**src/rtl/ws2812b_pkg.sv**
```systemverilog
// Shared definitions for the WS2812B transmitter and receiver: default
// line timing in 50 MHz ticks, FSM state encodings and counter helpers.
package ws2812b_pkg;

  // Default line timing, in CLK50 ticks (20 ns each).
  localparam int D_THR  = 30;    // high time >= this decodes as a 1
  localparam int D_MINH = 5;     // shortest legal high pulse
  localparam int D_MAXH = 75;    // longest legal high pulse
  localparam int D_RST  = 2500;  // 50 us low = reset / latch gap

  // Width of the high/low pulse counters (holds D_RST with headroom).
  localparam int CNT_W = 12;
  typedef logic [CNT_W-1:0] cnt_t;

  // Receiver FSM encodings, also exported on the STATE debug port.
  localparam logic [2:0] ST_SYNC = 3'd0;  // waiting for a reset gap
  localparam logic [2:0] ST_IDLE = 3'd1;  // armed, line low
  localparam logic [2:0] ST_HI   = 3'd2;  // measuring a high pulse
  localparam logic [2:0] ST_LO   = 3'd3;  // measuring the low part of a bit
  localparam logic [2:0] ST_ERR  = 3'd4;  // framing error, waiting for a gap

  // Counter increment that sticks at all-ones instead of wrapping.
  function automatic cnt_t sat_inc(input cnt_t v);
    return (&v) ? v : v + cnt_t'(1);
  endfunction

endpackage

```
**src/rtl/ws2812b_pulse_meas.sv**
```systemverilog
// Pulse-width front end: synchronizes the serial line, detects its edges
// and measures the current high and low run lengths in whole ticks.
module ws2812b_pulse_meas
  import ws2812b_pkg::*;
(
  input  logic clk_i,
  input  logic rst_i,
  input  logic din_i,
  output logic rise_o,
  output logic fall_o,
  output cnt_t hi_cnt_o,
  output cnt_t lo_cnt_o
);

  logic sync1_q, sync2_q, prev_q;
  cnt_t hi_cnt_q, hi_cnt_d;
  cnt_t lo_cnt_q, lo_cnt_d;
  logic rise, fall;

  // Edges are seen in the first cycle the synchronized line has its new level.
  assign rise = sync2_q & ~prev_q;
  assign fall = ~sync2_q & prev_q;

  // Two-flop synchronizer plus one delayed copy for edge detection.
  always_ff @(posedge clk_i or posedge rst_i) begin
    if (rst_i) begin
      sync1_q <= 1'b0;
      sync2_q <= 1'b0;
      prev_q  <= 1'b0;
    end else begin
      sync1_q <= din_i;
      sync2_q <= sync1_q;
      prev_q  <= sync2_q;
    end
  end

  // High count restarts at 1 on a rising edge so that, in the falling-edge
  // cycle, it equals the number of ticks the line was high. Low count runs
  // while low and clears whenever the line is high.
  always_comb begin
    hi_cnt_d = hi_cnt_q;
    if (rise) begin
      hi_cnt_d = cnt_t'(1);
    end else if (sync2_q) begin
      hi_cnt_d = sat_inc(hi_cnt_q);
    end
    lo_cnt_d = sync2_q ? '0 : sat_inc(lo_cnt_q);
  end

  // Counter registers.
  always_ff @(posedge clk_i or posedge rst_i) begin
    if (rst_i) begin
      hi_cnt_q <= '0;
      lo_cnt_q <= '0;
    end else begin
      hi_cnt_q <= hi_cnt_d;
      lo_cnt_q <= lo_cnt_d;
    end
  end

  assign rise_o   = rise;
  assign fall_o   = fall;
  assign hi_cnt_o = hi_cnt_q;
  assign lo_cnt_o = lo_cnt_q;

endmodule

```
**src/rtl/ws2812b_rx.sv**
```systemverilog
// WS2812B receiver: decodes the serial pixel stream into 24-bit pixels and
// writes them to an external pixel memory, one write strobe per pixel.
module ws2812b_rx
  import ws2812b_pkg::*;
#(
  parameter int LEDS  = 256,
  parameter int dTHR  = D_THR,
  parameter int dMINH = D_MINH,
  parameter int dMAXH = D_MAXH,
  parameter int dRST  = D_RST
) (
  input  logic        CLK50,
  input  logic        RESET,
  input  logic        DIN,
  output logic [7:0]  MEM_A,
  output logic [23:0] MEM_D,
  output logic        MEM_WE,
  output logic        FRAME_DONE,
  output logic [8:0]  PIXELS,
  output logic        ERROR,
  output logic        OVERFLOW,
  output logic [2:0]  STATE
);

  // Timing thresholds sized to the counters they are compared against.
  localparam cnt_t       THR_C    = cnt_t'(dTHR);
  localparam cnt_t       MINH_C   = cnt_t'(dMINH);
  localparam cnt_t       MAXH_C   = cnt_t'(dMAXH);
  localparam cnt_t       RST_C    = cnt_t'(dRST);
  localparam logic [9:0] LEDS_C   = 10'(LEDS);
  localparam logic [8:0] PIX_MAX  = 9'h1FF;

  logic rise, fall;
  cnt_t hi_cnt, lo_cnt;

  logic [2:0]  state_q, state_d;
  logic [23:0] shift_q, shift_d;
  logic [4:0]  bit_cnt_q, bit_cnt_d;
  logic        full_q, full_d;
  logic [8:0]  pix_q, pix_d;
  logic        rise_pend_q, rise_pend_d;
  logic        mem_we_q, mem_we_d;
  logic [7:0]  mem_a_q, mem_a_d;
  logic [23:0] mem_d_q, mem_d_d;
  logic        frame_done_q, frame_done_d;
  logic [8:0]  pixels_q, pixels_d;
  logic        error_q, error_d;
  logic        overflow_q, overflow_d;

  ws2812b_pulse_meas u_meas (
    .clk_i    (CLK50),
    .rst_i    (RESET),
    .din_i    (DIN),
    .rise_o   (rise),
    .fall_o   (fall),
    .hi_cnt_o (hi_cnt),
    .lo_cnt_o (lo_cnt)
  );

  // Next-state logic: pixel write-out, frame/gap handling and bit decoding.
  always_comb begin
    state_d      = state_q;
    shift_d      = shift_q;
    bit_cnt_d    = bit_cnt_q;
    full_d       = 1'b0;
    pix_d        = pix_q;
    rise_pend_d  = 1'b0;
    mem_we_d     = 1'b0;
    mem_a_d      = mem_a_q;
    mem_d_d      = mem_d_q;
    frame_done_d = 1'b0;
    pixels_d     = pixels_q;
    error_d      = error_q;
    overflow_d   = overflow_q;

    // The cycle after the 24th bit: write the pixel if it fits, then advance.
    if (full_q && (state_q != ST_ERR)) begin
      if ({1'b0, pix_q} < LEDS_C) begin
        mem_we_d = 1'b1;
        mem_a_d  = pix_q[7:0];
        mem_d_d  = shift_q;
      end else begin
        overflow_d = 1'b1;
      end
      if (pix_q != PIX_MAX) begin
        pix_d = pix_q + 9'd1;
      end
    end

    case (state_q)
      ST_SYNC, ST_ERR: begin
        // Only a full reset gap re-arms the receiver; no frame is reported.
        if (lo_cnt >= RST_C) begin
          state_d     = ST_IDLE;
          bit_cnt_d   = '0;
          pix_d       = '0;
          error_d     = 1'b0;
          overflow_d  = 1'b0;
          rise_pend_d = rise;
        end
      end
      ST_IDLE, ST_LO: begin
        // The gap beats a simultaneous rising edge; that edge is replayed
        // from IDLE on the following cycle via rise_pend.
        if (lo_cnt == RST_C) begin
          state_d      = ST_IDLE;
          frame_done_d = 1'b1;
          pixels_d     = pix_q;
          bit_cnt_d    = '0;
          pix_d        = '0;
          error_d      = 1'b0;
          overflow_d   = 1'b0;
          rise_pend_d  = rise;
        end else if (rise || rise_pend_q) begin
          state_d = ST_HI;
        end
      end
      ST_HI: begin
        if (fall) begin
          if ((hi_cnt < MINH_C) || (hi_cnt > MAXH_C)) begin
            state_d = ST_ERR;
            error_d = 1'b1;
          end else begin
            shift_d = {shift_q[22:0], (hi_cnt >= THR_C)};
            if (bit_cnt_q == 5'd23) begin
              bit_cnt_d = '0;
              full_d    = 1'b1;
            end else begin
              bit_cnt_d = bit_cnt_q + 5'd1;
            end
            state_d = ST_LO;
          end
        end else if (hi_cnt > MAXH_C) begin
          // Line stuck high past the longest legal pulse.
          state_d = ST_ERR;
          error_d = 1'b1;
        end
      end
      default: begin
        state_d = ST_SYNC;
      end
    endcase
  end

  // State and output registers.
  always_ff @(posedge CLK50 or posedge RESET) begin
    if (RESET) begin
      state_q      <= ST_SYNC;
      shift_q      <= '0;
      bit_cnt_q    <= '0;
      full_q       <= 1'b0;
      pix_q        <= '0;
      rise_pend_q  <= 1'b0;
      mem_we_q     <= 1'b0;
      mem_a_q      <= '0;
      mem_d_q      <= '0;
      frame_done_q <= 1'b0;
      pixels_q     <= '0;
      error_q      <= 1'b0;
      overflow_q   <= 1'b0;
    end else begin
      state_q      <= state_d;
      shift_q      <= shift_d;
      bit_cnt_q    <= bit_cnt_d;
      full_q       <= full_d;
      pix_q        <= pix_d;
      rise_pend_q  <= rise_pend_d;
      mem_we_q     <= mem_we_d;
      mem_a_q      <= mem_a_d;
      mem_d_q      <= mem_d_d;
      frame_done_q <= frame_done_d;
      pixels_q     <= pixels_d;
      error_q      <= error_d;
      overflow_q   <= overflow_d;
    end
  end

  assign MEM_A      = mem_a_q;
  assign MEM_D      = mem_d_q;
  assign MEM_WE     = mem_we_q;
  assign FRAME_DONE = frame_done_q;
  assign PIXELS     = pixels_q;
  assign ERROR      = error_q;
  assign OVERFLOW   = overflow_q;
  assign STATE      = state_q;

endmodule

```
**config.mk**
```make
export PLATFORM = sky130hd
export DESIGN_NAME = ws2812b_rx
export DESIGN_NICKNAME = d
export VERILOG_FILES = /design/src/rtl/ws2812b_pkg.sv /design/src/rtl/ws2812b_pulse_meas.sv /design/src/rtl/ws2812b_rx.sv
export SDC_FILE = /design/constraint.sdc
export NUM_CORES = 1
export LEC_CHECK = 0
export CAP_MARGIN = 25
export CORE_MARGIN = 5
export CORE_UTILIZATION = 45
export CTS_CLUSTER_SIZE = 8
export DETAILED_ROUTE_END_ITERATION = 8
export GPL_TIMING_DRIVEN = 1
export PLACE_DENSITY_LB_ADDON = 0.15
export RECOVER_POWER = 50
export SYNTH_ARGS = -nofsm -noshare
export SYNTH_HDL_FRONTEND = slang
export SYNTH_SLANG_ARGS = --single-unit
```
**constraint.sdc**
```tcl
create_clock -name CLK50 -period 3.8 [get_ports CLK50]
set_input_delay 0.95 -clock CLK50 [delete_from_list [all_inputs] [get_ports CLK50]]
set_output_delay 0.95 -clock CLK50 [all_outputs]
set_load 0.005 [all_outputs]
```
==> reports/results.ini <==
[timing]
period_share=0.775
worst_slew_pin_slew_ns=1.92
clock.fmax_mhz=340
hold_ws_ns=0.351
finalSetupViolations=0
layout_min_cycle_time_ns=2.94
max_slew_margin=-0.281
rsz0062_at_grt=no
setup_tns_ns=0
hold_viol=0
fin_worst_skew_ns=0.0140
drv_slew=151

[setup_path]
path_cells=nor2_1 -> a21bo_2 -> nor2_2 -> clkbuf_1 -> mux2_2
critical_path.max_stage_delay_ns=1.37
worst-path-max-fanout=33
cp_slowest_cell=clkbuf_1
start_kind=flop
crit_type=flop to flop
end_kind=flop
worst_ep_arrival_time_ns=3.23
required_ns=4.08

[hold_path]
hold_path_class=flop to flop

[pwr]
cellPowerDensity_nw_per_um2=460
leakage_nw=2.93
peakVddDrop_mv=0.237

[floorplan]
core_um2=10900
dieArea_um2=13400
io_pins=51
die-height_um=116
initial_core_util=0.462
fp.dieW_um=116
rows=38

[placement]
io_buffers=50
hpwl_mm=6.35
gp_congestion=0.808

[final_layout]
layout_commonest_cell=dfrtp_1
syn_to_final_growth_pct=23.7
layout_common_cells=115 x dfrtp_1, 56 x mux2_2, 49 x clkdlybuf4s50_1
final_nets=497
drive_gt1_frac=0.194
antennaDiodeCount=0

[clock_tree]
clock_tree.root_cell=clkbuf_16
clock_latency_ns=0.40
clock_path_buffers=2
cts_tree=built
cts_buffers=17
post_cts_resize_count=0
holdBufCountCts=0
clk_pin_slew_worst_paths_ns=0.05
h-tree-depth=4
cts_sinks=115
post_cts_buffers=0

[global_routing]
antenna_found_initial=0
grt_remaining_overflow=0
grt_pass1_wl_mm=17.0
grt_max_degree=82
first_global_vias=3505
grt_use_total=0.159

[logic_synthesis]
yosysSeqAreaShare=0.570
synth_ff_type=dfrtp_1
synth_cells=431
syn_avg_cell_area_um2=11.7
yosysWarnings=0
async_flop_share=1.00
synth-seq-cells=115
synth_edf_count=0
synth_cell_types=50
synthesis.nets=441
synth_area_um2=5050

[run_status]
status=complete, but fails checks
violations=capacitance limit, slew limit

[flow_run]
cap_violations=3

[drt]
wirelength_mm=9.76
via_per_inst=5.42
drc=0
first_iter_violations=146
routedWlPerCell_um=15.3
num_vias=3461
drt-pass1-iter-count=4
drtAntennaViolNets=0

## where the power goes
group | leakage (nW) | switching [W] | internal [W]
Combinational | 1.06 | 0.0000549 | 0.0000244
Clock | 0.279 | 0.000525 | 0.00101
Sequential | 1.59 | 0.0000180 | 0.00124
## critical path, delay by kind of cell (launching register included)
kind,cells,cell delay (ns)
DFF,1,0.48
AOI/OAI and AO/OA,1,0.30
muxes,1,0.46
buffers and inverters,1,1.37
and+or+nand+nor,2,0.22
## Yosys cell counts, drive strengths merged, types with 2 or more instances
cell,number,area (µm²)
dfrtp,115,2880
mux2,56,631
nand2,39,146
nor2,38,143
nand3,15,80.1
clkbuf,12,45.0
inv,12,45.0
nand4,10,62.6
nor3,10,50.1
xnor2,10,87.6
o21ai,9,45.0
a21oi,8,40.0
xor2,8,70.1
and3,7,43.8
ha,7,87.6
a31oi,6,37.5
buf,6,30.0
nor4,6,37.5
nand2b,5,31.3
and2,4,25.0
nand4b,4,35.0
or4,4,41.3
a211o,3,26.3
a211oi,3,40.0
mux2i,3,30.0
nor3b,3,22.5
a21o,2,15.0
a22o,2,17.5
a311oi,2,17.5
and4,2,17.5
nand3b,2,15.0
nor2b,2,12.5
o311a,2,20.0
o31ai,2,15.0
## layer usage
| metal | track usage | up-vias | routed length, µm |
|---|---|---|---|
| met3 | 0.0444 | 6 | 359 |
| met4 | 0.0603 | 0 | 67 |
| met5 | 0 | - | 0 |
| met1 | 0.213 | 1737 | 4640 |
| li1 | - | 1649 | - |
| met2 | 0.248 | 69 | 4700 |
## area by class of cell
type                    count  area [µm²]
clock buffers              23         478
well taps                 140         175
fillers                   960        4690
repair buffers             55         524
clock inverters             8         103
flip-flops and latches    115        2880
inverters                  13        57.6
multi-input cells         285        2030
## per-stage QoR
step / cells / area (µm²) / util / total power, W / worst slack (ns)
floorplan: 431 / 5050 / - / 0.00133 / 1.45
global placement: 608 / 5700 / 0.522 / 0.00136 / 1.31
detailed placement: 608 / 5700 / 0.522 / 0.00136 / 1.26
CTS: 639 / 6280 / 0.575 / 0.00292 / 1.25
global route: 639 / 6250 / 0.571 / 0.00298 / 0.594
finish: 639 / 6250 / 0.571 / 0.00287 / 0.855
## cells by family (layout without fill, tap and decap cells)
logic type / Yosys count / count (layout) / share of synthesized area
and+or+nand+nor: 152 / 152 / 0.152
xor gates and xnor gates: 18 / 18 / 0.0312
AOI/OAI and AO/OA: 49 / 49 / 0.0724
DFF: 115 / 115 / 0.570
muxes: 59 / 59 / 0.131
adders and majority gates: 7 / 7 / 0.0174
buffers and inverters: 31 / 99 / 0.0255
## flip-flops by register name (all words and copies together), names as in the netlist, 3 cells and up
| name | flops |
|---|---|
| MEM_A | 8 |
| u_meas.hi_cnt_o | 12 |
| shift_q | 24 |
| u_meas.lo_cnt_o | 12 |
| bit_cnt_q | 5 |
| STATE | 3 |
| MEM_D | 24 |
| PIXELS | 9 |
| pix_q | 9 |
## final timing paths
check,startpoint,end,slack (ns),cells past startpoint
worst max-delay path,STATE[0]$_DFFE_PP0P_,MEM_D[12]$_DFFE_PP0P_,0.86,5
worst max register to register,STATE[0]$_DFFE_PP0P_,MEM_D[12]$_DFFE_PP0P_,0.86,5
min in group asynchronous,RESET,MEM_D[1]$_DFFE_PP0P_,1.58,3
max in group asynchronous,RESET,u_meas.lo_cnt_o[8]$_DFFE_PP0P_,1.04,3
worst min-delay path,u_meas.sync1_q$_DFF_PP0_,u_meas.sync2_q$_DFF_PP0_,0.35,0
worst min register to register,u_meas.sync1_q$_DFF_PP0_,u_meas.sync2_q$_DFF_PP0_,0.35,0
(Power assumes the default switching activity.)
